===== src/rtl/estacao_vedacao.sv =====
// Cork-capping station controller: debounce bottle sensor, stop conveyor, cap, count corks.
// Latency: sensor rise before edge E -> vedar high after E+2+DEBOUNCE; vedar holds T_VEDACAO cycles.
// Backpressure: none; level inputs are sampled every cycle and garrafa_vedada is a fire-and-forget pulse.
//
// Ports:
//   clk, reset          50 MHz clock, asynchronous active-high reset
//   habilitar           line running (synchronous level)
//   sensor_vedacao      raw asynchronous bottle-present sensor
//   repor_rolhas        refill button (synchronous level, rising edge = one refill)
//   vedar               capping actuator (registered)
//   motor_parar         conveyor stop request (registered)
//   garrafa_vedada      one-cycle pulse per sealed bottle (registered)
//   rolhas_estoque      cork stock 0..ROLHAS_MAX (registered)
//   alarme_rolhas       stock below ALERTA_MIN
//   sem_rolha           FSM waiting for a refill with a bottle in position
module estacao_vedacao #(
  parameter int unsigned T_VEDACAO      = 50_000_000,
  parameter int unsigned DEBOUNCE       = 500_000,
  parameter logic [6:0]  ROLHAS_INICIAL = 7'd20,
  parameter logic [6:0]  REPOSICAO      = 7'd15,
  parameter logic [6:0]  ROLHAS_MAX     = 7'd99,
  parameter logic [6:0]  ALERTA_MIN     = 7'd5
) (
  input  logic       clk,
  input  logic       reset,
  input  logic       habilitar,
  input  logic       sensor_vedacao,
  input  logic       repor_rolhas,
  output logic       vedar,
  output logic       motor_parar,
  output logic       garrafa_vedada,
  output logic [6:0] rolhas_estoque,
  output logic       alarme_rolhas,
  output logic       sem_rolha
);

  typedef enum logic [1:0] {
    OCIOSO    = 2'd0,
    VEDANDO   = 2'd1,
    LIBERANDO = 2'd2,
    SEM_ROLHA = 2'd3
  } estado_t;

  localparam logic [19:0] DEB_LIM = 20'(DEBOUNCE);
  localparam logic [25:0] T_FIM   = 26'(T_VEDACAO - 1);

  estado_t     estado_q, estado_d;
  logic        sync1_q, sync1_d;
  logic        s_sync_q, s_sync_d;
  logic        s_filt_q, s_filt_d;
  logic        s_filt_dly_q, s_filt_dly_d;
  logic [19:0] deb_cnt_q, deb_cnt_d;
  logic        repor_dly_q, repor_dly_d;
  logic [25:0] timer_q, timer_d;
  logic [6:0]  rolhas_q, rolhas_d;
  logic        vedar_q, vedar_d;
  logic        motor_parar_q, motor_parar_d;
  logic        garrafa_q, garrafa_d;

  logic        chegada;
  logic        rep;
  logic        dec;
  logic        tem_rolha;
  logic [7:0]  soma;

  always_comb begin
    // Input conditioning
    sync1_d      = sensor_vedacao;
    s_sync_d     = sync1_q;
    s_filt_d     = s_filt_q;
    deb_cnt_d    = '0;
    if (s_sync_q != s_filt_q) begin
      // The edge that would make the count reach DEBOUNCE accepts the new level instead.
      if (deb_cnt_q + 20'd1 == DEB_LIM) begin
        s_filt_d  = s_sync_q;
        deb_cnt_d = '0;
      end else begin
        deb_cnt_d = deb_cnt_q + 20'd1;
      end
    end
    s_filt_dly_d = s_filt_q;
    chegada      = s_filt_q & ~s_filt_dly_q;
    repor_dly_d  = repor_rolhas;
    rep          = repor_rolhas & ~repor_dly_q;
    tem_rolha    = (rolhas_q != 7'd0);

    // FSM next state
    estado_d  = estado_q;
    timer_d   = timer_q;
    dec       = 1'b0;
    garrafa_d = 1'b0;
    case (estado_q)
      OCIOSO: begin
        // An arrival while the line is stopped is dropped, not remembered.
        if (chegada && habilitar) begin
          if (tem_rolha) begin
            estado_d = VEDANDO;
            timer_d  = '0;
          end else begin
            estado_d = SEM_ROLHA;
          end
        end
      end
      VEDANDO: begin
        if (timer_q == T_FIM) begin
          estado_d  = LIBERANDO;
          dec       = tem_rolha;
          garrafa_d = 1'b1;
        end else begin
          timer_d = timer_q + 26'd1;
        end
      end
      LIBERANDO: begin
        if (!s_filt_q) estado_d = OCIOSO;
      end
      SEM_ROLHA: begin
        // Bottle is still under the capper, so go straight to capping once stocked.
        if (tem_rolha) begin
          estado_d = VEDANDO;
          timer_d  = '0;
        end
      end
      default: estado_d = OCIOSO;
    endcase

    // Registered outputs follow the state being entered
    vedar_d = (estado_d == VEDANDO);
    if (estado_d == OCIOSO || estado_d == LIBERANDO) motor_parar_d = ~habilitar;
    else                                             motor_parar_d = 1'b1;

    // Stock: refill and decrement may coincide; compute at 8 bits then clamp.
    soma = {1'b0, rolhas_q} + (rep ? {1'b0, REPOSICAO} : 8'd0) - {7'd0, dec};
    if (soma > {1'b0, ROLHAS_MAX}) rolhas_d = ROLHAS_MAX;
    else                           rolhas_d = soma[6:0];
  end

  always_ff @(posedge clk or posedge reset) begin
    if (reset) begin
      estado_q      <= OCIOSO;
      sync1_q       <= 1'b0;
      s_sync_q      <= 1'b0;
      s_filt_q      <= 1'b0;
      s_filt_dly_q  <= 1'b0;
      deb_cnt_q     <= '0;
      repor_dly_q   <= 1'b0;
      timer_q       <= '0;
      rolhas_q      <= ROLHAS_INICIAL;
      vedar_q       <= 1'b0;
      motor_parar_q <= 1'b1;
      garrafa_q     <= 1'b0;
    end else begin
      estado_q      <= estado_d;
      sync1_q       <= sync1_d;
      s_sync_q      <= s_sync_d;
      s_filt_q      <= s_filt_d;
      s_filt_dly_q  <= s_filt_dly_d;
      deb_cnt_q     <= deb_cnt_d;
      repor_dly_q   <= repor_dly_d;
      timer_q       <= timer_d;
      rolhas_q      <= rolhas_d;
      vedar_q       <= vedar_d;
      motor_parar_q <= motor_parar_d;
      garrafa_q     <= garrafa_d;
    end
  end

  assign vedar          = vedar_q;
  assign motor_parar    = motor_parar_q;
  assign garrafa_vedada = garrafa_q;
  assign rolhas_estoque = rolhas_q;
  assign alarme_rolhas  = (rolhas_q < ALERTA_MIN);
  assign sem_rolha      = (estado_q == SEM_ROLHA);

endmodule


===== config.mk =====
export PLATFORM = sky130hd
export DESIGN_NAME = estacao_vedacao
export DESIGN_NICKNAME = d
export VERILOG_FILES = /design/src/rtl/estacao_vedacao.sv
export SDC_FILE = /design/constraint.sdc
export NUM_CORES = 1
export LEC_CHECK = 0
export BUFFER_PORTS_ARGS = -buffer_cell sky130_fd_sc_hd__buf_4
export CAP_MARGIN = 10
export CORE_MARGIN = 2
export CORE_UTILIZATION = 55
export CTS_CLUSTER_SIZE = 16
export DETAILED_ROUTE_END_ITERATION = 8
export PLACE_DENSITY_LB_ADDON = 0.05
export SYNTH_ARGS = -nofsm -noshare
export SYNTH_HDL_FRONTEND = slang
export SYNTH_SLANG_ARGS = --single-unit

===== constraint.sdc =====
create_clock -name clk -period 3.5 [get_ports clk]
set_input_delay 0.525 -clock clk [delete_from_list [all_inputs] [get_ports clk]]
set_output_delay 0.525 -clock clk [all_outputs]
set_load 0.01 [all_outputs]

# == Word level (Yosys, flattened, before mapping) ==
# Cells that the tools add are included.
# op_classes
n_addsub,4
magnitude_cmp,2
n_eq_ne,10
n_mux,19
n_bitwise,5
n_reduce_logical,8
# op_table
operator,count
$mux W26,3
$pmux W26 S3,1
$mux W20,2
$add A26 B1 Y26 const B,1
$eq A26 B26 Y1 const B,1
$add A20 B1 Y20 const B,1
$eq A20 B19 Y1 const B,1
$mux W2,5
$add A7 B4 Y8,1
$gt A8 B7 Y1 const B,1
$pmux W2 S4,1
$sub A8 B1 Y8,1
$lt A7 B3 Y1 const B,1
$mux W7,1
$reduce_bool A7 Y1,1
$eq A2 B2 Y1 const B,3
$mux W1,5
$eq A2 B1 Y1 const B,2
$logic_not A2 Y1,2
$mux W4,1
$ne A2 B2 Y1 const B,2
$not A1 Y1,3
$reduce_and A3 Y1,1
$reduce_bool A3 Y1,1
5 further kinds,6
# word_totals
ff_bits,63
inputBits,5
out_inout_bits,12
wordCells,60

# == Logic depth before layout (Yosys ltp) ==
# Gate-level depths: netlist of run 1.
# logic_depth
depth_word,8
ltp_mapped,15
mapped_depth_nobuf,14

# == Least setup slack after synthesis of run 1 ==
# No wires, ideal clock.
# synth_path
path_type,reg2reg
from,register rolhas_q[4] (netlist: rolhas_estoque[4])
to,register rolhas_q[1] (netlist: rolhas_estoque[1])
setup_time_ns,0.127
t_arrival_ns,3.180
t_required_ns,3.373
slack_ns,0.192
path_stages_with_launch,15
n_path_buf,1
period_less_slack_ns,3.308
cell_sequence,dfstp_2 > inv_1 > ha_1 > and3_1 > clkbuf_1 > nor4_1 > ha_1 > inv_1 > ha_1 > a21o_1 > a21oi_1 > o21ai_0 > a311oi_1 > o31ai_1 > or2_2
# synth_via
elab_chain_cells,6
elab_cells_between_ends,7
cone_classes,add/sub (2); order compare (1); mux (3); reduce/logical (1)
# synth_lines
element,line_no,source
"start, declared",55,"logic [6:0] rolhas_q, rolhas_d;"
"start signal, assigned",160,rolhas_q <= rolhas_d;
"parallel branches: the longest is 3 deep, another holds $add A7 B4 Y8",--,
$sub A8 B1 Y8 *,132,"soma = {1'b0, rolhas_q} + (rep ? {1'b0, REPOSICAO} : 8'd0) - {7'd0, dec};"
$gt A8 B7 Y1,133,"if (soma > {1'b0, ROLHAS_MAX}) rolhas_d = ROLHAS_MAX;"
$mux W7 *,133,
named net rolhas_d[1],55,
# Mark *: on every way through the listed nets, which the timed path passes.
# A chain may end at the register's enable or synchronous reset.

# == Final worst setup path of run 1 ==
# layout_path
from,register timer_q[10]
to,register rolhas_q[0] (netlist: rolhas_estoque[0])
# layout_via
elab_chain_cells,6
# layout_lines
element,line_no,source
"start, declared",54,"logic [25:0] timer_q, timer_d;"
"start signal, assigned",159,timer_q <= timer_d;
$eq A26 B26 Y1 *,105,if (timer_q == T_FIM) begin
$mux W1 *,105,
$mux W1 *,92,case (estado_q)
$sub A8 B1 Y8 *,132,
$gt A8 B7 Y1,133,
$mux W7 *,133,
named net rolhas_d[0],55,
# Mark *: on every way through the listed nets, which the timed path passes. The rest lies on a longest branch.

==> flow_summary.toml, run 1 <==
[outcome]
status = "finished clean"

[floorplanning]
fp.dieH_um = 84.96
ios = 17
start_util_pct = 56.77
num_rows = 29
coreArea_um2 = 6350
die_x_um = 84.96
die_area_um2 = 7217

[sta]
finalSetupViolations = 0
whs_ns = 0.2145
finalHoldViolCount = 0
max_freq_mhz = 299.9
max_slew_margin_pct = 52.68
tns_ns = 0
finalCriticalPeriod_ns = 3.335
finClkSkew_ns = 0.01765
worst_pin_slew_ns = 0.7044
worst_slack_ns = 0.1652
drv_slew = 0
min_period_over_period_pct = 95.28

[job]
drv_cap = 0

[setup_path]
critical_path_class = "flop to flop"
cp.required_ns = 3.72
crit_path_end_kind = "flop"
arrival_ns = 3.55
start_kind = "flop"
worstPathMaxFanout = 5

[power_and_ir_drop]
p_per_area_nw_per_um2 = 515.7
power_uw = 2116
leakage_uw = 0.001841
max-vdd-ir-drop_mv = 0.6530

[yosys]
ys_warn_count = 0
yosys_most_used_dff = "dfrtp_1"
syn_inst = 386
synth_nets = 407
synth_area_um2 = 3605
ys_seq_elements = 63
yosysUniqueCellTypes = 50
yosysSeqAreaShare_pct = 43.84
async_flop_share_pct = 100.0
avgSynthCellArea_um2 = 9.339
synth-edff-count = 0

[place]
dp_hpwl_um = 5351
port_buffers = 16
dp_slack_ns = -0.01523
place_congestion = 0.9709

[finish]
syn_to_final_growth_pct = 13.85
drive_above_1_share_pct = 16.07
final_nets = 433
final_common_cell = "dfrtp_1"
layout_common_cells = "dfrtp_1 (58), nor2_1 (48), o21ai_0 (26), buf_4 (26)"
fillerInstances = 514
antenna_cells = 0

[routing]
vias = 2856
drt_iter0_markers = 167
detail_route.first_pass.iterations = 4
wl_per_cell_um = 15.39
wl_um = 7604
ant_nets = 0
drcViolationCount = 0
via_per_inst = 5.781

[global_route]
antenna_found_initial = 0
grt_pass1_vias = 2800
globalRoute.totalOverflow = 0
grt_max_degree = 41
grt_usage_pct = 22.11
grt_first_pass_wirelength_um = 12700

[clocking]
clkTransAtPathRegs_ns = 0.08
htree_levels = 3
clock_path_buffers = 2
clock-sinks = 63
cts_tree = "yes"
root_buffer = "clkbuf_8"
insertion_delay_ns = 0.35
hold_buffers = 0
numCtsBuffers = 9

[min_path]
hold_path.class = "primary input to async pin"
[registers in the layout (all words and copies together) (netlist names)]
name            flops
s_sync_q            1
repor_dly_q         1
deb_cnt_q          20
motor_parar         1
garrafa_vedada      1
vedar               1
estado_q            2
s_sync_d            1
s_filt_dly_q        1
timer_q            26
rolhas_estoque      7
s_filt_dly_d        1
[logic make-up after synthesis]
| logic type | count (synthesis) | share of synthesized area [%] |
|---|---|---|
| AO/OA/AOI/OAI | 59 | 10.48 |
| XOR/XNOR | 36 | 8.747 |
| adder cells (fa/ha/maj) | 16 | 5.762 |
| buffers and inverters | 36 | 4.061 |
| flip-flops | 63 | 43.84 |
| multiplexers | 3 | 0.8678 |
| AND/OR/NAND/NOR | 173 | 26.24 |
[where the power goes]
group	switching, uW	total [uW]	internal, uW
Sequential	37.8	815	777
Combinational	391	683	292
Clock	292	619	326
Total	721	2120	1400
[layer usage]
metal / global-route usage (%) / up-vias / wire [um]
li1: - / 1416 / -
met1: 30.11 / 1343 / 3701
met2: 33.45 / 78 / 3411
met3: 6.128 / 19 / 341
met4: 9.091 / 0 / 150
met5: 0 / - / 0
[path summary, 6_finish.rpt]
kind | from | slack, ns | cells past startpoint | end
min in group clk | sensor_vedacao | 0.29 | 1 | s_sync_d
setup reg to reg | timer_q[10] | 0.17 | 13 | rolhas_estoque[0]
hold / removal | reset | 0.21 | 2 | timer_q[12]
setup / recovery | timer_q[10] | 0.17 | 13 | rolhas_estoque[0]
max in group asynchronous | reset | 2.38 | 3 | timer_q[9]
hold reg to reg | s_sync_d | 0.36 | 0 | s_sync_q
[worst max-delay path: stages (launching register included)]
cell	delay (ns)
dfrtp_2	0.47
nor4bb_4	0.29
nand4_1	0.23
nor4_2	0.34
ha_1	0.16
inv_1	0.04
ha_1	0.19
fa_1	0.41
a21o_1	0.18
a21oi_2	0.17
xnor2_1	0.16
and3_1	0.20
o31ai_2	0.06
or2_2	0.29
[metrics by stage]
stage	utilization (%)	cell area, um^2	std cells
floorplan	-	3605	386
global placement	60.39	3835	476
detailed placement	60.39	3835	476
CTS	63.47	4030	492
global route	64.63	4104	494
finish	64.63	4104	494
[synthesized netlist by cell type (5+ instances only)]
library cell / n / share of area, %
xnor2_1: 15 / 3.6
nand3_1: 25 / 3.5
clkbuf_1: 7 / 0.73
and2_1: 5 / 0.87
xor2_1: 21 / 5.1
ha_1: 15 / 5.2
and3_1: 10 / 1.7
nand4_1: 13 / 2.3
a31oi_1: 5 / 0.87
nor4_1: 7 / 1.2
o31ai_1: 6 / 1.2
dfrtp_1: 60 / 42
nor3_1: 9 / 1.2
o21ai_0: 27 / 3.7
nor2_1: 48 / 5.0
a21oi_1: 10 / 1.4
nand2_1: 23 / 2.4
inv_1: 25 / 2.6
[timing repair]
item,in CTS,in global routing
pin swaps,0,4
setup endpoints to repair,2,5
buffers inserted,0,2
resized for setup,2,11
[final cells by class]
class | count | area (um^2) | share of cell area [%]
clock inverters | 6 | 61.31 | 1.494
flip-flops and latches | 63 | 1583 | 38.57
multi-input cells | 287 | 1947 | 47.44
inverters | 25 | 93.84 | 2.287
clock buffers | 10 | 127.6 | 3.110
repair buffers | 26 | 195.2 | 4.756
well taps | 77 | 96.34 | 2.348
No activity file was read; power rests on OpenSTA's default activity.
==> run 2: changes to the inputs <==
Settings changed: CORE_ASPECT_RATIO set to 0.8.
==> flow_summary.toml, run 2 (synthesis results as in run 1) <==
[routing]
wl_um = 7658
vias = 2857
drt_iter0_markers = 137
wl_per_cell_um = 15.29
via_per_inst = 5.703
detail_route.first_pass.iterations = 4
drcViolationCount = 0
ant_nets = 0

[finish]
syn_to_final_growth_pct = 14.16
layout_common_cells = "dfrtp_1 (60), nor2_1 (48), o21ai_0 (26), buf_4 (26), nand3_1 (25)"
fillerInstances = 544
final_area_um2 = 4115
final_nets = 433
largest_reg_flops = 26
drive_above_1_share_pct = 14.87
antenna_cells = 0
final_common_cell = "dfrtp_1"
regMostFlops = "timer_q"

[clocking]
cts_tree = "yes"
clock-sinks = 63
clock_path_buffers = 2
htree_levels = 3
hold_buffers = 0
numCtsBuffers = 9
insertion_delay_ns = 0.34
clkTransAtPathRegs_ns = 0.07
root_buffer = "clkbuf_8"

[floorplanning]
die_x_um = 94.51
coreArea_um2 = 6376
die_area_um2 = 7222
num_rows = 26
fp.dieH_um = 76.41
ios = 17
start_util_pct = 56.53

[power_and_ir_drop]
power_uw = 2165
p_per_area_nw_per_um2 = 526.2
max-vdd-ir-drop_mv = 0.2736
leakage_uw = 0.001847

[global_route]
grt_usage_pct = 22.68
antenna_found_initial = 0
grt_first_pass_wirelength_um = 12790
globalRoute.totalOverflow = 0
grt_pass1_vias = 2703
grt_max_degree = 49

[sta]
finalHoldViolCount = 0
max_slew_margin_pct = 34.87
worst_slack_ns = 0.2090
tns_ns = 0
finClkSkew_ns = 0.01307
max_freq_mhz = 303.9
worst_pin_slew_ns = 0.9755
min_period_over_period_pct = 94.03
finalCriticalPeriod_ns = 3.291
finalSetupViolations = 0
drv_slew = 0

[min_path]
hold_path.class = "primary input to flop"
min_from = "sensor_vedacao"
min_path_cells = 1

[setup_path]
critPathMostFrequentCell = "ha_1"
slowest_delay_ns = 0.43
start_kind = "flop"
crit_chain = "ha_1, and3_2, nand3_1, nor4_2, ha_1, inv_1, ha_1, fa_1, a21o_1, a21oi_2, nand3b_1, nand4b_1, o31ai_1, or2_2"
cp.required_ns = 3.77
ff2ff_setup_slack_ns = 0.21
critPathLaunch = "timer_q[0]"
r2r_cells = 14
arrival_ns = 3.56
crit_slowest_cell = "dfrtp_1"
worstPathMaxFanout = 5
r2r_start = "timer_q[0]"
critical_path_class = "flop to flop"
crit_path_end_kind = "flop"

[place]
dp_slack_ns = 0.1924
port_buffers = 16
dp_hpwl_um = 5368
place_congestion = 0.8600
place_area_um2 = 3851

[job]
drv_cap = 0

[outcome]
status = "finished clean"
-- run 2: repair_timing --
action | CTS | global route
gates resized for setup | 0 | 7
setup buffers | 0 | 1
setup endpoints to repair | 0 | 5
-- run 2: worst paths after layout --
check	to
worst max-delay path	rolhas_estoque[0]
worst min-delay path	s_sync_d
max in group asynchronous	estado_q[0]
worst max register to register	rolhas_estoque[0]
min in group asynchronous	deb_cnt_q[14]
worst min register to register	s_sync_q
-- run 2: metal layers --
layer	vias up	part of all wire [%]	GRT usage, %
li1	1418	-	-
met1	1360	51	34.97
met2	73	43	30.79
met3	6	5.6	7.221
met4	0	0.77	5.652
met5	-	0	0
-- run 2: final cells by class --
class	count	area (um^2)	share of cell area [%]
multi-input combinational	287	1914	46.52
clock buffer	13	158.9	3.861
sequential	63	1580	38.40
timing repair buffer	26	195.2	4.743
tap	84	105.1	2.554
clock inverter	3	67.56	1.642
inverter	25	93.84	2.280
-- run 2: worst max-delay path, delay by kind of cell (launching register included) --
kind | cells | cell delay (ns)
adder cells (fa/ha/maj) | 4 | 1.10
AND/OR/NAND/NOR | 6 | 0.95
AO/OA/AOI/OAI | 3 | 0.70
flip-flops | 1 | 0.43
buffers and inverters | 1 | 0.04
-- run 2: power by group --
part | internal [uW] | switching, uW
Clock | 441 | 276
Combinational | 279 | 359
Sequential | 777 | 33.3
Total | 1500 | 668
-- run 2: metrics by stage --
stage	hold slack [ns]	util [%]	instances
after floorplan	0.3312	-	386
after global placement	0.3506	60.40	484
after detailed placement	0.3555	60.40	484
after CTS	0.2720	63.95	500
after global routing	0.2587	64.54	501
final	0.2889	64.54	501
